## src/rtl/fft_alu_pipe.sv

```systemverilog
// Two-stage pipelined butterfly ALU for the radix-2 FFT datapath: add/sub, full and
// Q-format multiply, saturated add with C, and a guarded multiply-accumulate register.
module fft_alu_pipe #(
  parameter int DATA_W    = 16,
  parameter int ACC_GUARD = 8
) (
  input  logic                  clk,
  input  logic                  rst,
  input  logic                  valid_i,
  output logic                  ready_o,
  input  logic [DATA_W-1:0]     op_a_i,
  input  logic [DATA_W-1:0]     op_b_i,
  input  logic [2*DATA_W-1:0]   op_c_i,
  input  logic [4:0]            alu_mode_i,
  output logic                  valid_o,
  input  logic                  ready_i,
  output logic [2*DATA_W-1:0]   res_o,
  output logic                  sat_o
);

  localparam int RW = 2 * DATA_W;
  localparam int AW = RW + ACC_GUARD;

  localparam logic [4:0] MODE_A_ADD_B  = 5'd1;
  localparam logic [4:0] MODE_A_SUB_B  = 5'd2;
  localparam logic [4:0] MODE_A_ADD_C  = 5'd3;
  localparam logic [4:0] MODE_A_MULT_B = 5'd4;
  localparam logic [4:0] MODE_MULT_Q   = 5'd5;
  localparam logic [4:0] MODE_MAC      = 5'd6;
  localparam logic [4:0] MODE_ACC_LOAD = 5'd7;

  localparam logic [RW-1:0] MAX_R  = {1'b0, {(RW-1){1'b1}}};
  localparam logic [RW-1:0] MIN_R  = {1'b1, {(RW-1){1'b0}}};
  localparam logic [RW-1:0] MAX_Q  = {{(DATA_W+1){1'b0}}, {(DATA_W-1){1'b1}}};
  localparam logic [RW-1:0] MIN_Q  = {{(DATA_W+1){1'b1}}, {(DATA_W-1){1'b0}}};
  localparam logic [RW:0]   Q_HALF = {{(RW-DATA_W+2){1'b0}}, 1'b1, {(DATA_W-2){1'b0}}};

  logic              en;
  logic              s1Valid_q;
  logic [DATA_W-1:0] s1A_q, s1B_q;
  logic [RW-1:0]     s1C_q, s1Prod_q;
  logic [4:0]        s1Mode_q;
  logic              valid_q, sat_q;
  logic [RW-1:0]     res_q;
  logic [AW-1:0]     acc_q;

  logic [RW-1:0]     aWide, bWide, prodD;
  logic [RW-1:0]     aExt, bExt;
  logic [RW:0]       sumAC;
  logic signed [RW:0] qRound, qShift;
  logic [AW-1:0]     macSum, accLoad;
  logic              acOvf, qOvf, macOvf;
  logic [RW-1:0]     resD;
  logic              satD;
  logic [AW-1:0]     accD;

  assign en      = ~valid_q | ready_i;
  assign ready_o = en & ~rst;
  assign valid_o = valid_q;
  assign res_o   = res_q;
  assign sat_o   = sat_q;

  // Product is formed at full width in stage 1 so stage 2 only adds, rounds and clips.
  assign aWide = {{DATA_W{op_a_i[DATA_W-1]}}, op_a_i};
  assign bWide = {{DATA_W{op_b_i[DATA_W-1]}}, op_b_i};
  assign prodD = aWide * bWide;

  assign aExt    = {{DATA_W{s1A_q[DATA_W-1]}}, s1A_q};
  assign bExt    = {{DATA_W{s1B_q[DATA_W-1]}}, s1B_q};
  assign sumAC   = {aExt[RW-1], aExt} + {s1C_q[RW-1], s1C_q};
  assign qRound  = $signed({s1Prod_q[RW-1], s1Prod_q}) + $signed(Q_HALF);
  assign qShift  = qRound >>> (DATA_W - 1);
  assign macSum  = acc_q + {{(AW-RW){s1Prod_q[RW-1]}}, s1Prod_q};
  assign accLoad = {{(AW-RW){s1C_q[RW-1]}}, s1C_q};

  // A value fits the narrower signed range only if all bits above its sign bit agree.
  assign acOvf  = sumAC[RW] ^ sumAC[RW-1];
  assign qOvf   = ~((&qShift[RW:DATA_W-1]) | ~(|qShift[RW:DATA_W-1]));
  assign macOvf = ~((&macSum[AW-1:RW-1]) | ~(|macSum[AW-1:RW-1]));

  always_comb begin
    resD = '0;
    satD = 1'b0;
    accD = acc_q;
    case (s1Mode_q)
      MODE_A_ADD_B:  resD = aExt + bExt;
      MODE_A_SUB_B:  resD = aExt - bExt;
      MODE_A_ADD_C: begin
        satD = acOvf;
        resD = acOvf ? (sumAC[RW] ? MIN_R : MAX_R) : sumAC[RW-1:0];
      end
      MODE_A_MULT_B: resD = s1Prod_q;
      MODE_MULT_Q: begin
        satD = qOvf;
        resD = qOvf ? (qShift[RW] ? MIN_Q : MAX_Q) : qShift[RW-1:0];
      end
      MODE_MAC: begin
        accD = macSum;
        satD = macOvf;
        resD = macOvf ? (macSum[AW-1] ? MIN_R : MAX_R) : macSum[RW-1:0];
      end
      MODE_ACC_LOAD: begin
        accD = accLoad;
        resD = s1C_q;
      end
      default: resD = '0;
    endcase
  end

  // Both stages advance together on en; the accumulator only moves with a valid beat.
  always_ff @(posedge clk) begin
    if (rst) begin
      s1Valid_q <= 1'b0;
      s1A_q     <= '0;
      s1B_q     <= '0;
      s1C_q     <= '0;
      s1Prod_q  <= '0;
      s1Mode_q  <= '0;
      valid_q   <= 1'b0;
      res_q     <= '0;
      sat_q     <= 1'b0;
      acc_q     <= '0;
    end else if (en) begin
      s1Valid_q <= valid_i;
      s1A_q     <= op_a_i;
      s1B_q     <= op_b_i;
      s1C_q     <= op_c_i;
      s1Prod_q  <= prodD;
      s1Mode_q  <= alu_mode_i;
      valid_q   <= s1Valid_q;
      if (s1Valid_q) begin
        res_q <= resD;
        sat_q <= satD;
        acc_q <= accD;
      end
    end
  end

endmodule

```

## config.mk

```make
export PLATFORM = sky130hd
export DESIGN_NAME = fft_alu_pipe
export DESIGN_NICKNAME = d
export VERILOG_FILES = /design/src/rtl/fft_alu_pipe.sv
export SDC_FILE = /design/constraint.sdc
export NUM_CORES = 1
export LEC_CHECK = 0
export BUFFER_PORTS_ARGS = -buffer_cell sky130_fd_sc_hd__clkbuf_2
export CORE_MARGIN = 3
export CORE_UTILIZATION = 65
export DETAILED_ROUTE_END_ITERATION = 6
export GPL_ROUTABILITY_DRIVEN = 0
export PLACE_DENSITY_LB_ADDON = 0.2
export SYNTH_ARGS = -nofsm -noshare
export SYNTH_HDL_FRONTEND = slang
export SYNTH_SLANG_ARGS = --single-unit
```

## constraint.sdc

```tcl
create_clock -name clk -period 8.8 [get_ports clk]
set_input_delay 1.32 -clock clk [delete_from_list [all_inputs] [get_ports clk]]
set_output_delay 1.32 -clock clk [all_outputs]
set_load 0.03 [all_outputs]
```

==> metrics.yaml <==
outcome:
  outcome: "complete, but fails checks"
  violations: "design-rule violations"
cts:
  clk_pin_slew_worst_paths_ps: 70
  clock_tree.buffer_depth: 2
  cts-hold-fix-buffers: 0
  htree_levels: 4
  post_cts_buffers: 0
  cts_root_buf: "clkbuf_16"
  numCtsBuffers: 17
  clkSinkCount: 176
  cts_tree: "built"
  cts_resized: 0
  clk_latency_ps: 450
sta:
  slew-limit-headroom: 0.1538
  rsz0062_at_grt: "false"
  setup_ws_ps: 1145
  finalHoldViolations: 0
  fin_crit_sh: 0.8699
  period_needed_ps: 7655
  setup_violations: 0
  finalHoldWorstSlack_ps: 463.0
  worst_pin_slew_ps: 1266
  fin_worst_skew_ps: 14.43
  tns_ps: 0
  drv_slew: 0
  max_freq_mhz: 130.6
setup_path:
  reg2reg_depth: 13
  r2r-start: "s1Prod_q[0]"
  rrSetupSlack_ps: 3630
  worstPathRequired_ps: 9140
  endpoint_kind: "register"
  reg2reg_to: "res_o[22]"
  worstSetupPathType: "input pin to register"
  cp_max_fo: 17
  arrival_ps: 8000
  crit_path_start_kind: "input pin"
worst_hold_path:
  hold_end: "acc_q[14]"
  hold_start: "acc_q[14]"
  hold_class: "register to register"
  whs_path_depth: 2
pwr:
  powerDensity_nw_per_um2: 377.6
  leakage_nw: 11.78
  max-vdd-ir-drop_mv: 0.5091
grt:
  grt_overflow: 0
  grt_pass1_vias: 21420
  grt.total_usage: 0.3561
  grt_pass1_wl_mm: 110.6
  grt_max_degree: 74
  antenna_found_initial: 0
die:
  start_util: 0.6670
  dieArea_um2: 38190
  die_h_um: 195.4
  rows: 68
  core_um2: 34970
  io_pins: 108
  die_x_um: 195.4
place:
  dpl.cell_count: 3390
  dp_hpwl_mm: 53.81
  numPortBuffers: 107
  placed_area_um2: 24020
  dp_slack_ps: 842.8
drt:
  postRouteAntennaNets: 0
  route.vias.total: 21650
  wl_mm: 68.69
  drt_first_iter_violations: 2201
  drc_errors: 5
  routedWlPerCell_um: 20.07
  via_per_inst: 6.326
  firstDrtPassIters: 7
finish:
  n_fill_cell: 2850
  diodes: 0
  instances_no_fill: 3422
  nNetsFinal: 3479
  drive_gt1_frac: 0.06404
  syn_to_final_growth_pct: 5.579
  final_area_um2: 24620
synth:
  synth_top_family_by_area: "adder cells"
  yosysWarnings: 0
  synth.top_cell.area_share: 0.2283
  ys_ff_latch: 176
  synthArstFlopShare: 0
  yosysTopAreaCell: "fa_1"
  avgSynthCellArea_um2: 7.885
  ys.flop_type: "dfxtp_1"
  synth.area.mux_share: 0.001288
  synthXorXnorAreaFrac: 0.04244
  synth_compound_area_frac: 0.2053
  synth_edf_count: 0
  synthTopCellsByArea: "fa_1 (23%), dfxtp_1 (15%), ha_1 (10%), nand2_1 (7.8%), a21oi_1 (5.9%)"
  synthesis.instances: 2958
  synthSimpleGateAreaFrac: 0.1915
  synthesis.nets: 3483
  synth-seq-area-share: 0.1511
  netlist_area_um2: 23320
  synth_cell_type_count: 82
  synthAdderAreaFrac: 0.3281
run:
  maxCapViolCount: 0
flip-flops by register name (all words and copies together), names as in the netlist:
name	count
s1A_q	16
s1Mode_q	5
res_o	32
s1B_q	16
sat_o	1
valid_o	1
acc_q	40
s1Prod_q	32
s1Valid_q	1
s1C_q	32
cells by family (layout without fill, tap and decap cells):
kind of cell / count (synthesis) / in the layout
XOR/XNOR: 113 / 113
AND/OR/NAND/NOR: 971 / 971
flip-flops: 176 / 176
AO/OA/AOI/OAI: 751 / 751
adder cells (fa/ha/maj): 452 / 452
multiplexers: 3 / 3
buffers and inverters: 492 / 501
final cells by class:
class / instances / area (um2) / share of cell area
clock inverters: 11 / 130.1 / 0.005285
multi-input cells: 2290 / 17970 / 0.7298
repair buffers: 124 / 665.6 / 0.02703
clock buffers: 21 / 470.5 / 0.01911
well taps: 455 / 569.3 / 0.02312
flip-flops and latches: 176 / 3523 / 0.1431
inverters: 345 / 1295 / 0.05259
layer usage:
| metal | wire, um | vias to the layer above | track usage |
|---|---|---|---|
| met2 | 30730 | 1282 | 0.5727 |
| met3 | 7554 | 252 | 0.06815 |
| met1 | 27060 | 10180 | 0.4709 |
| li1 | - | 9936 | - |
| met5 | 0 | - | 0 |
| met4 | 3340 | 0 | 0.1558 |
placed cells by master, fill, tap and decap left out, types with 18 or more instances in the layout:
| cell | instances |
|---|---|
| nand2_1 | 484 |
| inv_1 | 345 |
| a21oi_1 | 274 |
| fa_1 | 266 |
| ha_1 | 186 |
| dfxtp_1 | 176 |
| nor2_1 | 147 |
| and2_1 | 138 |
| o21ai_0 | 130 |
| clkbuf_2 | 106 |
| xnor2_1 | 68 |
| a21o_1 | 55 |
| nand3_1 | 46 |
| xor2_1 | 45 |
| nor3_1 | 30 |
| a31oi_1 | 29 |
| a211oi_1 | 28 |
| and3_1 | 25 |
| o21bai_1 | 23 |
| o21ai_1 | 23 |
| a221oi_1 | 22 |
| nand4_1 | 20 |
| buf_4 | 18 |
worst max-delay path, stage by stage:
cell and delay (ps):
clkbuf_2 240, and2_1 260, fa_1 510, fa_1 550, ha_1 140, inv_1 50
fa_1 480, inv_1 60, fa_1 540, inv_1 50, fa_1 470, inv_1 40
ha_1 320, a2111oi_0 470, o21ai_0 210, a41oi_1 480, o2111ai_1 240, o21bai_1 240
o2bb2ai_1 290, o21ai_0 230, a31oi_1 280, o21ai_0 140, xor2_1 150, a22o_1 220
synth_stat cells, types with 13 or more instances:
cell type / number
o21ai_1: 23
a211oi_1: 28
a31oi_1: 29
and2_1: 139
or3_1: 13
ha_1: 186
a21o_1: 55
xnor2_1: 68
dfxtp_1: 176
clkbuf_1: 115
o21bai_1: 23
xor2_1: 45
buf_1: 17
nand2_1: 484
a21oi_1: 274
o211ai_1: 17
and3_1: 25
nor3_1: 31
a221oi_1: 22
nand4_1: 20
a221o_1: 14
nand2b_1: 17
nand3_1: 46
nor2_1: 148
o21ai_0: 130
buf_2: 14
inv_1: 345
fa_1: 266
stage by stage:
stage / utilization / total power [mW]
CTS: 0.7042 / 9.218
finish: 0.7042 / 9.297
floorplan: - / 6.928
global placement: 0.6870 / 8.114
global route: 0.7042 / 10.34
detailed placement: 0.6870 / 8.401
how the worst max path moves through the flow:
stage / startpoint / to / slack [ps] / depth (start not counted)
floorplan: op_b_i[1] / s1Prod_q[30] / 1680 / 24
global placement: op_b_i[1] / s1Prod_q[30] / 1050 / 24
detailed placement: op_a_i[7] / s1Prod_q[30] / 840 / 24
CTS: op_a_i[7] / s1Prod_q[30] / 1310 / 24
global route: op_a_i[7] / s1Prod_q[30] / 890 / 24
finish: op_a_i[7] / s1Prod_q[30] / 1140 / 24
where the power goes:
part | leakage, nW | switching [mW] | total [mW] | internal (mW)
registers | 1.45 | 0.182 | 1.11 | 0.926
logic | 10.1 | 4.13 | 7.40 | 3.27
clock network | 0.275 | 0.342 | 0.785 | 0.442
total | 11.8 | 4.65 | 9.30 | 4.64
(Power assumes the default switching activity.)
